===== config.mk =====
export PLATFORM = sky130hd
export DESIGN_NAME = adc_uart_tx
export DESIGN_NICKNAME = d
export VERILOG_FILES = /design/src/rtl/adc_uart_tx.sv
export SDC_FILE = /design/constraint.sdc
export NUM_CORES = 1
export LEC_CHECK = 0
export ABC_AREA = 1
export CAP_MARGIN = 30
export CORE_UTILIZATION = 50
export CTS_BUF_LIST = sky130_fd_sc_hd__clkbuf_4
export CTS_CLUSTER_SIZE = 25
export DETAILED_ROUTE_END_ITERATION = 8
export PLACE_DENSITY = 0.78
export SYNTH_ARGS = -nofsm -noshare
export SYNTH_HDL_FRONTEND = slang
export SYNTH_SLANG_ARGS = --single-unit

===== constraint.sdc =====
create_clock -name uart_clk -period 1.4 [get_ports uart_clk]
set_input_delay 0.14 -clock uart_clk [delete_from_list [all_inputs] [get_ports uart_clk]]
set_output_delay 0.14 -clock uart_clk [all_outputs]
set_load 0.01 [all_outputs]

===== src/rtl/adc_uart_tx.sv =====
`default_nettype none
// ============================================================================
// Module   : adc_uart_tx
// Purpose  : Drains 16-bit FIFO samples to a UART as 3-byte 8N1 packets
//            (sync byte, sample high byte, sample low byte).
// Revision : 1.0 - initial release
// ============================================================================
module adc_uart_tx #(
   parameter int         CLKS_PER_BIT = 87,
   parameter logic [7:0] SYNC_BYTE    = 8'hA5
) (
   input  logic        uart_clk,
   input  logic        i_rest_n,
   input  logic        tx_en,
   input  logic        rdempty,
   input  logic [15:0] o_fifo,
   output logic        rdreq,
   output logic        uart_tx,
   output logic        tx_busy,
   output logic [15:0] word_cnt
);

   localparam int c_baud_w = (CLKS_PER_BIT > 1) ? $clog2(CLKS_PER_BIT) : 1;
   localparam logic [c_baud_w-1:0] c_baud_last = c_baud_w'(CLKS_PER_BIT - 1);

   typedef enum logic [2:0] {
      S_IDLE    = 3'd0,
      S_RD_REQ  = 3'd1,
      S_RD_WAIT = 3'd2,
      S_START   = 3'd3,
      S_DATA    = 3'd4,
      S_STOP    = 3'd5
   } state_t;

   state_t              r_state;
   logic [c_baud_w-1:0] r_baud;
   logic [2:0]          r_bit;
   logic [1:0]          r_byte;
   logic [15:0]         r_hold;
   logic                r_armed;

   logic [7:0]          w_cur_byte;
   logic                w_baud_done;

   always_comb begin
      w_cur_byte = SYNC_BYTE;
      case (r_byte)
         2'd1:    w_cur_byte = r_hold[15:8];
         2'd2:    w_cur_byte = r_hold[7:0];
         default: w_cur_byte = SYNC_BYTE;
      endcase
   end

   assign w_baud_done = (r_baud == c_baud_last);

   // r_armed holds off the first read for one cycle after reset release
   always_ff @(posedge uart_clk) begin
      if (!i_rest_n) begin
         r_state  <= S_IDLE;
         r_baud   <= '0;
         r_bit    <= '0;
         r_byte   <= '0;
         r_hold   <= '0;
         r_armed  <= 1'b0;
         uart_tx  <= 1'b1;
         rdreq    <= 1'b0;
         tx_busy  <= 1'b0;
         word_cnt <= '0;
      end else begin
         r_armed <= 1'b1;
         case (r_state)
            S_IDLE: begin
               r_baud <= '0;
               if (r_armed && tx_en && !rdempty) begin
                  r_state <= S_RD_REQ;
                  rdreq   <= 1'b1;
                  tx_busy <= 1'b1;
               end
            end
            S_RD_REQ: begin
               rdreq   <= 1'b0;
               r_state <= S_RD_WAIT;
            end
            S_RD_WAIT: begin
               r_hold  <= o_fifo;
               r_byte  <= '0;
               r_baud  <= '0;
               uart_tx <= 1'b0;
               r_state <= S_START;
            end
            S_START: begin
               if (w_baud_done) begin
                  r_baud  <= '0;
                  r_bit   <= '0;
                  uart_tx <= w_cur_byte[0];
                  r_state <= S_DATA;
               end else begin
                  r_baud <= r_baud + c_baud_w'(1);
               end
            end
            S_DATA: begin
               if (w_baud_done) begin
                  r_baud <= '0;
                  if (r_bit == 3'd7) begin
                     uart_tx <= 1'b1;
                     r_state <= S_STOP;
                  end else begin
                     r_bit   <= r_bit + 3'd1;
                     uart_tx <= w_cur_byte[r_bit + 3'd1];
                  end
               end else begin
                  r_baud <= r_baud + c_baud_w'(1);
               end
            end
            S_STOP: begin
               if (w_baud_done) begin
                  r_baud <= '0;
                  if (r_byte != 2'd2) begin
                     r_byte  <= r_byte + 2'd1;
                     uart_tx <= 1'b0;
                     r_state <= S_START;
                  end else begin
                     word_cnt <= word_cnt + 16'd1;
                     tx_busy  <= 1'b0;
                     r_state  <= S_IDLE;
                  end
               end else begin
                  r_baud <= r_baud + c_baud_w'(1);
               end
            end
            default: begin
               r_state <= S_IDLE;
               r_baud  <= '0;
               uart_tx <= 1'b1;
               rdreq   <= 1'b0;
               tx_busy <= 1'b0;
            end
         endcase
      end
   end

endmodule
`default_nettype wire

Yosys cells after proc, flatten, opt, wreduce, memory -nomap -nowiden --
Cells that the tools add are included.
Word-level totals: register bits after elaboration 51, latch bits 0, bits in writable memories 0, bits in read-only memories 0, input port bits 20, word-level logic and storage cells 85, memories kept 0
Operators by class: add/subtract/negate cells 4, multiply operators 0, div/mod/pow operators 0, order comparisons 1, equal/unequal tests 18, shift-type cells 0, multiplexer cells 31, bitwise operators 4, reduce and logical (&&, ||, !) cells 17
Operators with widths (number):
- two-way mux 3 bit | 8
- != test 2 bit, second input constant | 9
- one-hot mux 3 bit (6 select lines) | 1
- adder 16 x 1 -> 16 bit, second input constant | 1
- one-hot mux 8 bit (2 select lines) | 1
- one-hot mux 7 bit (2 select lines) | 1
- two-way mux 1 bit | 10
- AND reduction 5 bit | 2
- equality test 3 bit, second input constant | 3
- AND reduction 4 bit | 2
- OR reduction 4 bit | 2
- adder 7 x 1 -> 7 bit, second input constant | 1
- equality test 7 bit, second input constant | 1
- two-way mux 7 bit | 1
- equality test 3 x 2 -> 1 bit, second input constant | 2
- two-way mux 2 bit | 3
- one-hot mux 3 bit (2 select lines) | 1
- AND reduction 3 bit | 2
- one-hot mux 1 bit (5 select lines) | 1
- less-than comparator 3 x 4 -> 1 bit, second input constant | 1
- inverter 1 bit | 4
- one-hot mux 2 bit (2 select lines) | 1
- nonzero test 2 bit | 2
- adder 3 x 1 -> 3 bit, second input constant | 1
- 13 further kinds | 14

Depth between registers and ports, before layout --
Gate-level depths: netlist of the first run.
depth in word-level cells 7, gate-level depth with buffers 13

Least setup slack after synthesis of the first run --
OpenSTA, ideal clock, no wires.
kind flip-flop to flip-flop, start reg r_baud[0], end reg word_cnt[11], arrival time 1333 ps, path slack -63 ps, stages on the path, launching flop included 10, period minus slack after synthesis 1463 ps, cells stage by stage dfxtp_1 -> inv_1 -> ha_1 -> inv_1 -> nor2_1 -> nand2_1 -> nor2_8 -> nand4_4 -> nor3_1 -> nor3b_2
Between the ends: cells in the longest elaborated chain, start to end 2
RTL lines:
- from (decl) | RTL line 36 | logic [c_baud_w-1:0] r_baud;
- from (signal assigned) | RTL line 98 | r_baud <= r_baud + c_baud_w'(1);
- from (signal assigned) | RTL line 112 | r_baud <= r_baud + c_baud_w'(1);
- from (signal assigned) | RTL line 128 | r_baud <= r_baud + c_baud_w'(1);
- equality test 7 bit | RTL line 54 | assign w_baud_done = (r_baud == c_baud_last);
- AND reduction 3 bit (no line)
- to (signal assigned) | RTL line 123 | word_cnt <= word_cnt + 16'd1;
- to (decl) | RTL line 20 | output logic [15:0] word_cnt
Every way passes these cells. A chain may end at the register's enable or synchronous reset.

Worst setup path after layout of the first run --
start reg r_byte[0], end reg uart_tx
Between the ends: cells in the longest elaborated chain, start to end 7, elaborated cells on any way between the ends 12, classes of those cells 4 x eq/ne; 7 x mux; 1 x reduce/logical
RTL lines:
- from (decl) | RTL line 38 | logic [1:0] r_byte;
- from (signal assigned) | RTL line 119 | r_byte <= r_byte + 2'd1;
- equality test 2 bit / equality test 2 x 1 -> 1 bit (equally long branches) | RTL line 47 | case (r_byte)
- one-hot mux 8 bit (2 select lines) | RTL line 47
- binary-select mux 1 bit (select 3 bit) | RTL line 109 | uart_tx <= w_cur_byte[r_bit + 3'd1];
- two-way mux 1 bit (not written as such) | RTL line 109
- two-way mux 1 bit | RTL line 104 | if (r_bit == 3'd7) begin
- two-way mux 1 bit | RTL line 102 | if (w_baud_done) begin
- one-hot mux 1 bit (5 select lines) | RTL line 71 | case (r_state)
- to (signal assigned) | RTL line 95 | uart_tx <= w_cur_byte[0];
- to (signal assigned) | RTL line 109
- to (decl) | RTL line 18 | output logic uart_tx,
Several ways; a longest one is shown, not always the timed one. The select of a mux whose other input is x is not followed.

==> flow_summary_export.csv, run 1 <==
group,metric,value,unit
hold_path,hold-path-endpoint,"r_hold[14]$_SDFFE_PN0P_",
routing,drc,0,
routing,vias,2945,
floorplan,io_pins,39,
hold_path,min_path_type,"primary input to flop",
cts,cts_tree,"done",
yosys,syn_area_per_cell,7.07,µm²
finish,final_nets,487,
status,violations,"negative setup slack",
floorplan,coreArea,4820,µm²
finish,area_delta_synth_final,51.1,%
critical_path,cp.arrival,1.90,ns
global_routing,grt.overflow.total,0,
hold_path,min_from,"o_fifo[14]",
cts,path_clk_slew,0.16,ns
timing,rsz0062_at_grt,"true",
critical_path,cp_slowest_cell,"dfxtp_2",
cts,numCtsBuffers,5,
routing,postRouteWirelength,7.86,mm
floorplan,floorplan.initialDensity,53.3,%
power_and_ir_drop,power_density,627,nW/µm²
timing,tns,-1.47,ns
timing,max_freq,642,MHz
routing,routedWlPerCell,14.9,µm
power_and_ir_drop,switching_share,26.3,%
critical_path,path_max_fanout,4,
yosys,yosysWarningCount,0,
placement,hpwl,4.54,mm
yosys,syn_nets,390,
routing,dr.pass1.iters,5,
hold_path,hold_path_depth,3,
power_and_ir_drop,pwr-share-clk,28.3,%
critical_path,crit-reg2reg-launch,"r_byte[0]$_SDFFE_PN0P_",
floorplan,die_w,73.6,µm
yosys,synth-seq-area-share,39.8,%
power_and_ir_drop,p_leak,1.71,nW
placement,place.gp.congestion,0.918,
critical_path,end_kind,"flop",
cts,cts.sinks,51,
critical_path,rrSetupSlack,-0.16,ns
timing,maxSlewHeadroom,82.8,%
floorplan,fp-row-count,25,
placement,dp.cells,497,
timing,setup_viol,30,
finish,regArea,1060,µm²
power_and_ir_drop,p_int,0.00179,W
floorplan,die_h,73.6,µm
power_and_ir_drop,peakVddDrop,0.434,mV
critical_path,critPathMaxStageDelay,0.36,ns
critical_path,required,1.74,ns
yosys,yosysUniqueCellTypes,29,
critical_path,cp_common_cell,"nand2_1",
yosys,synth-seq-cells,51,
global_routing,antenna_found_initial,0,
timing,hold_viol,0,
cts,cts_hold_buf,0,
cts,clockBufferDepth,2,
routing,via_per_inst,5.58,
yosys,syn-cell-area,2570,µm²
timing,skew,0.0122,ns
power_and_ir_drop,power_frac_comb,10.6,%
cts,root_buffer,"clkbuf_4",
critical_path,cp_cell_sequence,"inv_2 > ha_4 > buf_6 > nand2_1 > nand3_1 > nand2_1 > a21oi_1 > nand2_1 > nand3_1 > nand2_1 > nand2_1 > nand2_1 > nand2_1",
cts,clock_latency,0.38,ns
placement,numPortBuffers,38,
global_routing,grt_pass1_wl,10.9,mm
cts,htree_levels,2,
global_routing,grt_max_degree,23,
power_and_ir_drop,power_frac_seq,61.1,%
job,maxCapViolations,0,
timing,min_period,1.56,ns
global_routing,first_global_vias,2515,
yosys,syn_inst,363,
finish,nFillCells,319,
critical_path,r2r-end,"uart_tx$_SDFFE_PN1P_",
critical_path,ff2ff_path_depth,13,
finish,multiInputGateArea,1680,µm²
routing,ant_nets,0,
timing,slew_viol_final,0,
global_routing,grt_use_total,25.9,%
power_and_ir_drop,switchingPower,0.000640,W
timing,post-route-period-util,111,%
floorplan,die-area,5420,µm²
critical_path,crit_start,"r_byte[0]$_SDFFE_PN0P_",
routing,initialDrtViolationCount,263,
critical_path,startpoint_type,"flop",
critical_path,path_class,"flop to flop",
timing,timing.final.ws_setup,-0.158,ns
finish,diodes,0,
timing,tightestPinTransition,0.257,ns
status,status,"finished, violations left",
finish,layout-drive-gt1-share,38.0,%
finish,instances_no_fill,528,
[power by group through the flow]
| stage | registers (W) | clock network, W | logic [W] |
|---|---|---|---|
| final | 0.00149 | 0.000688 | 0.000257 |
| after global routing | 0.00149 | 0.000740 | 0.000278 |
| after CTS | 0.00149 | 0.000694 | 0.000215 |
| after detailed placement | 0.00152 | 0 | 0.000208 |
| after global placement | 0.00152 | 0 | 0.000204 |
| after floorplan | 0.00152 | 0 | 0.0000875 |
[critical path: cells and delay by family (launching register included)]
family,cells,cell delay [ns]
AO/OA/AOI/OAI,1,0.16
adder cells (fa/ha/maj),1,0.17
buffers and inverters,2,0.19
flip-flops,1,0.36
AND/OR/NAND/NOR,9,0.62
[what timing repair did]
item                       4_1_cts  5_1_grt
cloned                           0        1
setup endpoints to repair       50       51
setup buffers                   10       13
pin swaps                       18       33
resized for setup               72       76
[Yosys cell counts]
library cell / number / area, µm²
a211oi_1: 3 / 22.5
a21oi_1: 24 / 120
a31oi_1: 2 / 12.5
buf_6: 2 / 22.5
clkbuf_1: 7 / 26.3
clkinv_2: 1 / 5.00
dfxtp_1: 51 / 1020
ha_1: 7 / 87.6
inv_1: 32 / 120
inv_2: 2 / 7.51
nand2_1: 76 / 285
nand2_2: 1 / 6.26
nand2_4: 1 / 11.3
nand3_1: 22 / 110
nand3_2: 1 / 10.0
nand4_1: 4 / 25.0
nand4_4: 2 / 42.5
nor2_1: 69 / 259
nor2_2: 1 / 6.26
nor2_8: 1 / 20.0
nor3_1: 12 / 60.1
nor3_4: 2 / 32.5
nor3b_2: 1 / 12.5
o211a_1: 1 / 10.0
o21a_1: 1 / 7.51
o21ai_0: 26 / 130
o21ai_1: 1 / 5.00
xnor2_1: 5 / 43.8
xor2_1: 5 / 43.8
[layout make-up]
| type | instances | area share, % |
|---|---|---|
| multi-input combinational | 268 | 43.4 |
| sequential | 51 | 27.5 |
| timing repair buffer | 98 | 21.5 |
| inverter | 35 | 3.78 |
| tap | 67 | 2.16 |
| clock buffer | 5 | 0.968 |
| clock inverter | 3 | 0.516 |
| timing repair inverter | 1 | 0.194 |
[cells by family after synthesis]
group,share of synthesized area [%]
AND/OR/NAND/NOR,34.3
AO/OA/AOI/OAI,12.0
flip-flops,39.8
buffers and inverters,7.07
XOR/XNOR,3.41
adder cells (fa/ha/maj),3.41
[stage by stage]
step / hold WS [ns] / worst slack [ns] / power [W] / util (%) / instance area, µm²
final: 0.337 / -0.158 / 0.00243 / 80.5 / 3880
after global routing: 0.335 / -0.242 / 0.00251 / 80.5 / 3880
after CTS: 0.327 / -0.0264 / 0.00240 / 73.8 / 3550
after detailed placement: 0.462 / -0.130 / 0.00173 / 68.4 / 3290
after global placement: 0.450 / -0.0745 / 0.00173 / 68.4 / 3290
after floorplan: 0.168 / -0.00617 / 0.00161 / - / 2590
[metal layers]
metal  vias up  wire (µm)  share of wire [%]  global-route usage (%)
met5         -          0                  0                       0
met4         0        160                2.0                    9.62
met3        19        438                5.6                    5.35
met2       132       3980                 51                    43.8
met1      1417       3270                 42                    32.4
li1       1377          -                  -                       -
[registers in the layout (all words and copies together) (netlist names)]
register	cells
r_hold	16
word_cnt	16
r_baud	7
r_bit	3
r_state	3
r_byte	2
r_armed	1
rdreq	1
tx_busy	1
uart_tx	1
[cells in the final DEF, fill, tap and decap left out, types with 2 or more instances in the layout]
master and n:
nor3_4 2, nand3_1 15, inv_1 20, dfxtp_2 20, nand3_2 7, nand4_1 4, nor2_4 9, nor3_2 4
xor2_1 5, a211oi_2 3, clkdlybuf4s50_1 19, nor3_1 8, dfxtp_4 5, nor2_2 12, dlygate4sd2_1 19, inv_4 4
nand4_4 2, a21oi_1 22, xnor2_1 5, o21ai_1 3, clkbuf_4 5, buf_4 53, nand2_4 6, o21ai_2 2
nor2_1 49, o21ai_0 22, nand2_2 9, dfxtp_1 26, clkinvlp_4 3, nand2_1 63, ha_4 6, buf_6 7
a21oi_2 2, a31oi_1 2, inv_2 9
[how the worst max path moves through the flow]
stage	to	slack [ns]
floorplan	word_cnt[6]$_SDFFE_PN0P_	-0.006
global placement	word_cnt[6]$_SDFFE_PN0P_	-0.07
detailed placement	word_cnt[6]$_SDFFE_PN0P_	-0.13
CTS	r_hold[6]$_SDFFE_PN0P_	-0.03
global route	uart_tx$_SDFFE_PN1P_	-0.24
finish	uart_tx$_SDFFE_PN1P_	-0.16
(Power assumes the default switching activity.)
==> run 2: changes to the inputs <==
Settings changed: SKIP_LAST_GASP set to 1.
==> run 2 against run 1 <==
Compared with the run above: hold slack worse by 0.012 ns; cell count unchanged; critical path type unchanged; the run still ends with negative setup slack left; combinational power up 3%; routed wire length down 5.8%; maximum frequency up 3.9%; flip-flop and latch count unchanged; clock skew down 0.0044 ns; count of clock-buffer cells in the layout unchanged.
==> flow_summary_export.csv, run 2 (synthesized netlist as in run 1, its figures left out) <==
group,metric,value,unit
finish,area_delta_synth_final,49.9,%
critical_path,cp.arrival,1.80,ns
global_routing,grt_use_total,25.7,%
power_and_ir_drop,power_frac_comb,10.9,%
cts,root_buffer,"clkbuf_4",
finish,reg.largest.list,"r_hold (16), word_cnt (16), r_baud (7)",
global_routing,grt_max_degree,23,
power_and_ir_drop,power_density,632,nW/µm²
critical_path,ff2ff_path_depth,9,
timing,min_period,1.50,ns
routing,routedWlPerCell,14.0,µm
floorplan,die-area,5420,µm²
critical_path,critPathMaxStageDelay,0.40,ns
critical_path,crit-reg2reg-launch,"r_state[0]$_SDFFE_PN0P_",
routing,ant_nets,0,
floorplan,fp-row-count,25,
job,maxCapViolations,0,
critical_path,r2r-end,"r_state[0]$_SDFFE_PN0P_",
global_routing,grt_pass1_wl,10.9,mm
power_and_ir_drop,switching_share,26.1,%
power_and_ir_drop,switchingPower,0.000635,W
placement,place.gp.congestion,0.918,
floorplan,die_w,73.6,µm
routing,drc,0,
finish,diodes,0,
cts,cts_hold_buf,0,
cts,clock_latency,0.37,ns
critical_path,rrSetupSlack,-0.1,ns
routing,dr.pass1.iters,4,
status,status,"finished, violations left",
placement,numPortBuffers,38,
timing,rsz0062_at_grt,"true",
critical_path,cp_top_family,"simple AND/OR/NAND/NOR gates",
timing,tightestPinTransition,0.252,ns
critical_path,path_class,"flop to flop",
routing,via_per_inst,5.35,
floorplan,floorplan.initialDensity,53.3,%
cts,htree_levels,2,
power_and_ir_drop,p_leak,1.66,nW
cts,cts.sinks,51,
cts,path_clk_slew,0.15,ns
routing,postRouteWirelength,7.40,mm
hold_path,min_path_type,"primary input to flop",
finish,layout-drive-gt1-share,37.7,%
critical_path,cp_num_buf_inv,1,
timing,setup_viol,36,
finish,mostFrequentLayoutCell,"nand2_1",
global_routing,first_global_vias,2518,
routing,vias,2824,
critical_path,cp.depth,9,
floorplan,die_h,73.6,µm
timing,maxSlewHeadroom,83.1,%
placement,hpwl,4.54,mm
floorplan,coreArea,4820,µm²
finish,final_cell_mix,"67 x nand2_1, 52 x buf_4, 43 x nor2_1, 26 x dfxtp_1, 23 x o21ai_0",
cts,numCtsBuffers,5,
timing,hold_viol,0,
critical_path,startpoint_type,"flop",
status,violations,"negative setup slack",
critical_path,cp_cell_sequence,"inv_1 > nor2_2 > nand2_2 > nand3_2 > nand2_2 > nand2_1 > nor2_2 > o21ai_0 > a31oi_1",
critical_path,end_kind,"flop",
critical_path,cp_slowest_cell,"dfxtp_4",
cts,clockBufferDepth,2,
critical_path,crit_start,"r_state[0]$_SDFFE_PN0P_",
floorplan,io_pins,39,
critical_path,path_max_fanout,5,
power_and_ir_drop,power_frac_seq,61.1,%
timing,slew_viol_final,0,
timing,timing.final.ws_setup,-0.0991,ns
cts,cts_tree,"done",
power_and_ir_drop,p_int,0.00180,W
power_and_ir_drop,peakVddDrop,0.438,mV
global_routing,antenna_found_initial,0,
critical_path,crit_path_end,"r_state[0]$_SDFFE_PN0P_",
global_routing,grt.overflow.total,0,
routing,initialDrtViolationCount,174,
timing,post-route-period-util,107,%
power_and_ir_drop,pwr-share-clk,28.0,%
timing,skew,0.00786,ns
finish,final_nets,487,
timing,max_freq,667,MHz
power_and_ir_drop,fin_total_pwr,0.00243,W
hold_path,hold_path_depth,3,
critical_path,required,1.70,ns
timing,whs,0.325,ns
[run 2: cell types whose count changed in the layout (fill, tap and decap cells not counted), moves of 3 or more]
cell	change
nor2_2	+9
nor2_1	-6
nand2_1	+4
nor2_4	-3
[run 2: power by group through the flow]
stage	registers, W	clock network, W	logic, W
4_1_cts	0.00149	0.000694	0.000215
3_5_place_dp	0.00152	0	0.000208
2_1_floorplan	0.00152	0	0.0000875
3_3_place_gp	0.00152	0	0.000204
6_report	0.00149	0.000682	0.000264
5_1_grt	0.00149	0.000732	0.000285
[run 2: layout make-up]
type	instances	area, µm²
multi-input cells	268	1650
flip-flops and latches	51	1060
fillers	338	970
repair buffers	98	847
inverters	35	141
well taps	67	83.8
clock buffers	5	37.5
clock inverters	3	20.0
repair inverters	1	7.51
[run 2: stage by stage]
stage	cells	setup slack [ns]	cell area [µm²]	util [%]	setup TNS (ns)
CTS	515	-0.102	3550	73.7	-0.164
global placement	497	-0.0745	3290	68.4	-0.524
global route	528	-0.172	3850	79.9	-4.67
finish	528	-0.0991	3850	79.9	-1.90
floorplan	363	-0.00617	2590	-	-0.00617
detailed placement	497	-0.130	3290	68.4	-1.79
[run 2: repair_timing]
action,4_1_cts,5_1_grt
pin swaps,18,38
setup endpoints to repair,50,52
gates resized for setup,69,66
buffers inserted,10,13
cloned,0,1
[run 2: worst min path at each step]
| stage | startpoint | to |
|---|---|---|
| after global routing | o_fifo[4] | r_hold[4]$_SDFFE_PN0P_ |
| after floorplan | i_rest_n | r_armed$_DFF_P_ |
| after CTS | o_fifo[13] | r_hold[13]$_SDFFE_PN0P_ |
| after detailed placement | rdreq$_SDFFE_PN0P_ | rdreq$_SDFFE_PN0P_ |
| final | o_fifo[13] | r_hold[13]$_SDFFE_PN0P_ |
| after global placement | rdreq$_SDFFE_PN0P_ | rdreq$_SDFFE_PN0P_ |
[run 2: metal layers]
layer | vias up | global-route usage [%] | part of all wire, %
li1 | 1373 | - | -
met1 | 1321 | 31.9 | 42
met2 | 103 | 44.6 | 50
met3 | 27 | 4.94 | 5.6
met4 | 0 | 8.55 | 2.9
met5 | - | 0 | 0
[run 2: worst min-delay path, cell delays in order]
cell	delay [ns]
clkdlybuf4s50_1	0.41
nor2_2	0.08
nor2_1	0.04
==> run 3: changes to the inputs <==
Settings changed: PLACE_DENSITY 0.78 to 0.82.
==> run 3 against run 2 <==
Compared with the run above: clock skew is 0.0030 ns higher; the run still ends with negative setup slack left; largest power group unchanged; critical path depth is 2 higher; setup slack worse by 0.065 ns; die area stayed put.
==> flow_summary_export.csv, run 3 (synthesized netlist as in run 1, its figures left out) <==
group,metric,value,unit
timing,rsz0062_at_grt,"true",
floorplan,die-area,5420,µm²
critical_path,cp_common_cell,"nand2_1",
routing,postRouteWirelength,8.42,mm
routing,drc,0,
floorplan,fp-row-count,25,
placement,hpwl,4.49,mm
hold_path,min_from,"o_fifo[14]",
floorplan,coreArea,4820,µm²
finish,area_delta_synth_final,49.4,%
critical_path,crit_start,"r_bit[0]$_SDFFE_PN0P_",
critical_path,path_max_fanout,3,
global_routing,grt_use_total,27.9,%
placement,placed_cell_area,3290,µm²
critical_path,startpoint_type,"flop",
cts,cts_tree,"done",
finish,final_cell_mix,"65 x nand2_1, 55 x nor2_1, 46 x buf_4, 26 x dfxtp_1",
status,status,"finished, violations left",
timing,tightestPinTransition,0.444,ns
timing,setup_viol,27,
cts,clock_latency,0.39,ns
critical_path,cp.arrival,1.86,ns
global_routing,first_global_vias,2568,
finish,reg.largest.list,"r_hold (16), word_cnt (16), r_baud (7)",
hold_path,min_path_type,"primary input to flop",
finish,finish.utilization,79.6,%
status,violations,"negative setup slack",
critical_path,cp_cell_sequence,"ha_4 > ha_4 > inv_2 > nor2_2 > a21oi_1 > nand2_1 > nand3_1 > nand2_1 > nand2_1 > nand2_1 > nand2_1",
routing,initialDrtViolationCount,281,
global_routing,grt_pass1_wl,11.5,mm
power_and_ir_drop,power_density,647,nW/µm²
routing,via_per_inst,5.66,
hold_path,hold_path_depth,3,
routing,ant_nets,0,
critical_path,ff2ff_path_depth,11,
routing,dr.pass1.iters,5,
critical_path,cp.depth,11,
finish,mostFrequentLayoutCell,"nand2_1",
cts,clockBufferDepth,2,
cts,numCtsBuffers,5,
critical_path,required,1.70,ns
power_and_ir_drop,p_leak,1.68,nW
critical_path,critPathMaxStageDelay,0.37,ns
timing,skew,0.0109,ns
timing,post-route-period-util,112,%
job,maxCapViolations,0,
timing,hold_viol,0,
critical_path,path_class,"flop to flop",
routing,routedWlPerCell,16.1,µm
floorplan,floorplan.initialDensity,53.3,%
floorplan,die_h,73.6,µm
critical_path,crit-reg2reg-launch,"r_bit[0]$_SDFFE_PN0P_",
timing,max_freq,639,MHz
power_and_ir_drop,fin_total_pwr,0.00248,W
finish,layout-drive-gt1-share,36.8,%
timing,maxSlewHeadroom,70.4,%
timing,slew_viol_final,0,
critical_path,cp_slowest_cell,"dfxtp_2",
routing,vias,2960,
cts,cts.sinks,51,
finish,diodes,0,
critical_path,cp_num_buf_inv,1,
cts,path_clk_slew,0.16,ns
finish,nFillCells,301,
timing,tns,-1.55,ns
placement,place.gp.congestion,0.888,
finish,final_nets,482,
finish,final_area,3830,µm²
cts,root_buffer,"clkbuf_4",
floorplan,die_w,73.6,µm
power_and_ir_drop,peakVddDrop,0.495,mV
cts,htree_levels,2,
placement,numPortBuffers,38,
timing,min_period,1.56,ns
global_routing,grt_max_degree,26,
global_routing,antenna_found_initial,0,
critical_path,end_kind,"flop",
floorplan,io_pins,39,
critical_path,cp_top_family,"simple AND/OR/NAND/NOR gates",
global_routing,grt.overflow.total,0,
timing,timing.final.ws_setup,-0.164,ns
run 3: cell type report:
| class | count | area [µm²] | share of cell area [%] |
|---|---|---|---|
| clock inverters | 3 | 22.5 | 0.587 |
| multi-input cells | 268 | 1670 | 43.4 |
| repair inverters | 1 | 7.51 | 0.196 |
| clock buffers | 5 | 37.5 | 0.979 |
| well taps | 67 | 83.8 | 2.19 |
| flip-flops and latches | 51 | 1070 | 27.8 |
| repair buffers | 93 | 811 | 21.1 |
| inverters | 35 | 139 | 3.62 |
run 3: power by group:
part	total (W)	internal, W	switching, W
clock	0.000723	0.000204	0.000519
combinational	0.000272	0.000136	0.000136
sequential	0.00148	0.00147	0.0000179
total	0.00248	0.00181	0.000673
run 3: metal layers:
metal | up-vias | GRT usage [%] | routed length [µm]
met5 | - | 0 | 0
met4 | 0 | 13.7 | 404
met3 | 46 | 4.66 | 614
met2 | 172 | 48.2 | 4170
met1 | 1377 | 33.3 | 3230
li1 | 1365 | - | -
run 3: what timing repair did:
| action | CTS | global route |
|---|---|---|
| buffers inserted | 7 | 11 |
| hold buffers | 0 | 0 |
| pin swaps | 21 | 24 |
| gates resized for setup | 91 | 60 |
| endpoints found under the setup margin | 46 | 48 |
| endpoints found under the hold margin | 0 | 0 |
| gates cloned | 0 | 1 |
run 3: worst paths after layout:
kind              slack, ns                 endpoint
setup / recovery      -0.16     uart_tx$_SDFFE_PN1P_
hold / removal         0.31  r_hold[14]$_SDFFE_PN0P_
setup reg to reg      -0.16     uart_tx$_SDFFE_PN1P_
hold reg to reg        0.48     tx_busy$_SDFFE_PN0P_
run 3: stage by stage:
step / hold slack, ns / instances / setup slack [ns]
6_report: 0.305 / 523 / -0.164
5_1_grt: 0.306 / 523 / -0.345
4_1_cts: 0.298 / 512 / -0.183
3_5_place_dp: 0.458 / 497 / -0.164
3_3_place_gp: 0.451 / 497 / -0.0757
2_1_floorplan: 0.168 / 363 / -0.00617
run 3: worst register-to-register path: cells and delay by family, from the launching register on:
family	cells	cell delay (ns)
buffers and inverters	1	0.05
and+or+nand+nor	7	0.54
adders and majority gates	2	0.43
AOI/OAI and AO/OA	1	0.09
DFF	1	0.37
==> RTL change 1: new RTL, flow settings as in run 1 <==
Set the parameter `CLKS_PER_BIT` to 174 (it was 87).
--- a/src/rtl/adc_uart_tx.sv
+++ b/src/rtl/adc_uart_tx.sv
@@ -6,7 +6,7 @@
 // Revision : 1.0 - initial release
 // ============================================================================
 module adc_uart_tx #(
-   parameter int         CLKS_PER_BIT = 87,
+   parameter int         CLKS_PER_BIT = 174,
    parameter logic [7:0] SYNC_BYTE    = 8'hA5
 ) (
    input  logic        uart_clk,
Check against the original RTL: same outputs for any inputs over 10 cycles, from zero or initial values; that may be too few to reach the edited logic, so the function may still have changed.
==> RTL change 1 against run 1 <==
Sequential cell count is 1 higher; die area is 4.0% higher; global-route usage is 1.3 points higher; the run still ends with setup timing left; critical path depth unchanged; area after synthesis up 4.1%; worst setup slack improved by 0.0031 ns; critical path type unchanged; routed wire length increased by 2.9%; cell area is 5.4% higher; fmax is 0.20% higher.
Power is not compared: it rests on default switching activity, and its combinational part moved more than twofold at a synthesized area within 25%.
==> RTL change 1: results (changes against run 1) <==
Placed design
The post-placement setup slack is -0.0799 ns (+0.0503 ns). The total instance count after detailed placement is 527 (+6.0%). The post-detailed-placement half-perimeter wirelength came to 4.97 mm (+9.5%).

Timing
The final worst setup slack came to -0.154 ns (+0.00311 ns). The worst hold slack after final layout is 0.302 ns (-0.0352 ns). The number of failing setup endpoints in the final timing report is 14 (-53%).

The worst clock skew on the final layout is 0.00532 ns (-0.00693 ns). The transition time of the tightest slew-check pin came to 0.653 ns (+0.396 ns). The sum of negative setup slack is -0.921 ns (+0.551 ns).

Finish
The design area is 4090 sq um (+5.4%). The count of fill cells added during filler insertion was 344 (+7.8%). The proportion of layout cells with a drive suffix above 1 is 0.396 (+0.0162).

Logic synthesis
The number of nets produced by synthesis was 403 (+3.3%). The adder-cell share of the synthesized area is 0.0328 (-0.00134). The compound-gate portion of the synthesized area came to 0.127 (+0.00699). The xor and xnor area share after synthesis came to 0.0262 (-0.00790). The proportion of synthesized chip area in sequential cells came to 0.390 (-0.00816). The cell count after synthesis is 376 (+3.6%). The number of distinct standard cells referenced by the synthesized netlist came to 38 (+31%).

Clock tree
The post-CTS clock slew at the launch and capture registers of the worst setup and hold paths is 0.14 ns (-0.02 ns).

Route
The number of violations reported at the end of detailed-routing iteration 0 is 188 (-29%). The routed wire length is 8.08 mm (+2.9%). The amount of wire on met3 after detailed routing was 565 microns (+29%).

The detail-routed via count per cell is 5.45 (-2.3%). The detailed-route wire length on metal 1 is 3.29 mm (+0.37%).

Global routing
The met2 capacity usage during global routing came to 0.451 (+0.0131). The fraction of met1 tracks used by global routing was 0.364 (+0.0399). The number of global-route vias before repair is 2527 (+0.48%).

The global-route usage over all layers came to 0.272 (+0.0130). The met3 usage is 0.0442 (-0.00932).

Hold path
The path with the worst hold slack has its endpoint at r_hold[8]. The startpoint of the tightest hold check path is o_fifo[8].

Outcome
The flow ran to the end, but the final reports show violations. The final reports fail on setup timing.
-- RTL change 1: worst reg2reg max path: cells and delay by family (launching register included) --
family / cells / cell delay, ns
buffers and inverters: 2 / 0.20
flip-flops: 1 / 0.35
AND/OR/NAND/NOR: 9 / 0.64
adder cells (fa/ha/maj): 1 / 0.16
AO/OA/AOI/OAI: 1 / 0.15
-- RTL change 1: cell type report --
| class | instances | share of cell area |
|---|---|---|
| clock inverter | 1 | 0.000918 |
| inverter | 36 | 0.0349 |
| sequential | 52 | 0.265 |
| clock buffer | 7 | 0.0129 |
| multi-input combinational | 280 | 0.440 |
| tap | 70 | 0.0214 |
| timing repair buffer | 104 | 0.224 |
-- RTL change 1: kinds of logic (layout without fill, tap and decap cells) --
logic type,count (synthesis),count (layout)
XOR/XNOR,8,8
adder cells (fa/ha/maj),7,7
buffers and inverters,44,148
AO/OA/AOI/OAI,62,62
AND/OR/NAND/NOR,203,203
flip-flops,52,52
==> RTL change 2: new RTL, config.mk and constraints of run 1 <==
Without the edit above. The 6 states of `state_t` get a Gray code encoding in 3 bits.
--- a/src/rtl/adc_uart_tx.sv
+++ b/src/rtl/adc_uart_tx.sv
@@ -24,12 +24,12 @@
    localparam logic [c_baud_w-1:0] c_baud_last = c_baud_w'(CLKS_PER_BIT - 1);
 
    typedef enum logic [2:0] {
-      S_IDLE    = 3'd0,
-      S_RD_REQ  = 3'd1,
-      S_RD_WAIT = 3'd2,
-      S_START   = 3'd3,
-      S_DATA    = 3'd4,
-      S_STOP    = 3'd5
+      S_IDLE    = 3'b000,
+      S_RD_REQ  = 3'b001,
+      S_RD_WAIT = 3'b011,
+      S_START   = 3'b010,
+      S_DATA    = 3'b110,
+      S_STOP    = 3'b111
    } state_t;
 
    state_t              r_state;
Check against the original RTL: same outputs for any inputs over 10 cycles, from zero or initial values; not proved beyond that.
==> RTL change 2 against run 1 <==
The run still ends with setup timing left; area after synthesis shrank 0.63%; worst setup slack worse by 0.056 ns; clock skew rose by 0.00055 ns; worst hold slack lost 0.030 ns; cell area rose by 3.4%; routed wire length up 3.4%; sequential cell count unchanged; fmax fell by 3.5%; critical endpoint is now r_state[2].
Power is not compared: it rests on default switching activity, and its combinational part moved more than twofold at a synthesized area within 25%.
==> RTL change 2: results (changes against run 1) <==
Global routing
The met2 capacity usage during global routing came to 0.481 (+0.0432). The number of global-route vias before repair is 2570 (+2.2%). The global-route wire length before repair was 11.0 mm (+0.76%). The met3 usage is 0.0508 (-0.00274). The fraction of met1 tracks used by global routing is 0.310 (-0.0142). The maximum number of pins on one net before global-route repair is 21 (-8.7%). The global-route usage over all layers was 0.264 (+0.00488).

Route
The total number of vias is 2949 (+0.14%). The amount of wire on met3 after detailed routing is 419 microns (-4.3%). The routed wire length was 8.12 mm (+3.4%). The amount of wire on met2 after detailed routing is 4.24 mm (+6.3%). The number of violations reported at the end of detailed-routing iteration 0 is 175 (-33%). The detailed-route wire length on metal 1 is 3.22 mm (-1.6%).

Finish
The final-layout non-clock buffer area share is 0.223 (+0.00849). The net total in the final layout is 496 (+1.8%). The proportion of cell area occupied by multi-input gates was 0.432 (-0.00220). The non-clock inverter count in the final layout was 37 (+2.8%). The number of buffers other than clock buffers in the final layout came to 102 (+4.1%).

The proportion of layout cells with a drive suffix above 1 is 0.377 (-0.00301). The multi-input logic cell count is 272 (+1.5%). The post-layout instance count excluding filler cells is 537 (+1.7%). The sequential cell area came to 1060 sq um (-0.59%). The count of fill cells added during filler insertion is 294 (-7.8%). The multi-input combinational cell area is 1730 sq um (+2.9%). The fraction of area in clock buffers and inverters came to 0.0209 (+0.00606).

Hold path
The startpoint identified for the worst hold timing path is o_fifo[11]. The worst hold endpoint is r_hold[11].

Placed design
The global placement routability congestion came to 0.878 (-4.3%). The total instance count after detailed placement came to 512 (+3.0%). The post-place instance area is 3400 sq um (+3.4%).

The post-placement setup slack came to -0.107 ns (+0.0227 ns).

Logic synthesis
The number of nets produced by synthesis came to 396 (+1.5%). Sorting the synthesized cells by area gives the leading types as dfxtp_1 40%, nand2_1 11%, nor2_1 9.4%. The adder-cell share of the synthesized area came to 0.0343 (+0.000218). The xor and xnor area share after synthesis is 0.0240 (-0.0101). The compound-gate portion of the synthesized area came to 0.139 (+0.0194). The proportion of synthesized chip area in sequential cells is 0.400 (+0.00254). The cell count after synthesis is 369 (+1.7%). The post-synthesis average cell area came to 6.91 sq um (-2.2%).

Critical path
The data arrival time at the worst-slack endpoint was 1.90 ns (about the same). The highest fanout seen on the critical path was 7 (+3). The number of cells traversed by the worst register-to-register path came to 10 (-3).

In this run the critical register-to-register path is captured at r_state[2].

Outcome
The run finished, with violations left. The checks that failed: setup timing.

Timing
The final worst setup slack was -0.214 ns (-0.0562 ns). The number of failing setup endpoints in the final timing report was 30 (unchanged). The transition time of the tightest slew-check pin was 0.327 ns (+0.0699 ns).

The worst hold slack after final layout was 0.307 ns (-0.0299 ns).
RTL change 2: cell types whose count changed in the layout (fill, tap and decap cells not counted), sizes merged, moves of 2 or more:
cell    change
nor2        -3
buf         +4
a21oi       +4
nor3b       +2
xor2        -3
nor3        -2
inv         +4
clkinv      -3
o21ai       +7
RTL change 2: what timing repair did:
action	4_1_cts	5_1_grt
gates cloned	0	0
hold endpoints to repair	0	0
pin swaps	15	24
setup endpoints to repair	44	35
resized for setup	71	76
hold buffers	0	0
setup buffers	8	9
RTL change 2: how the worst max path moves through the flow:
stage	from	endpoint	slack, ns	cells after the start
after CTS	r_baud[0]	word_cnt[6]	-0.09	12
after detailed placement	r_byte[0]	uart_tx	-0.11	13
after global routing	r_baud[0]	word_cnt[8]	-0.23	12
final	r_baud[0]	r_state[2]	-0.21	10
after floorplan	r_baud[0]	word_cnt[6]	-0.03	11
after global placement	r_byte[0]	uart_tx	-0.07	13
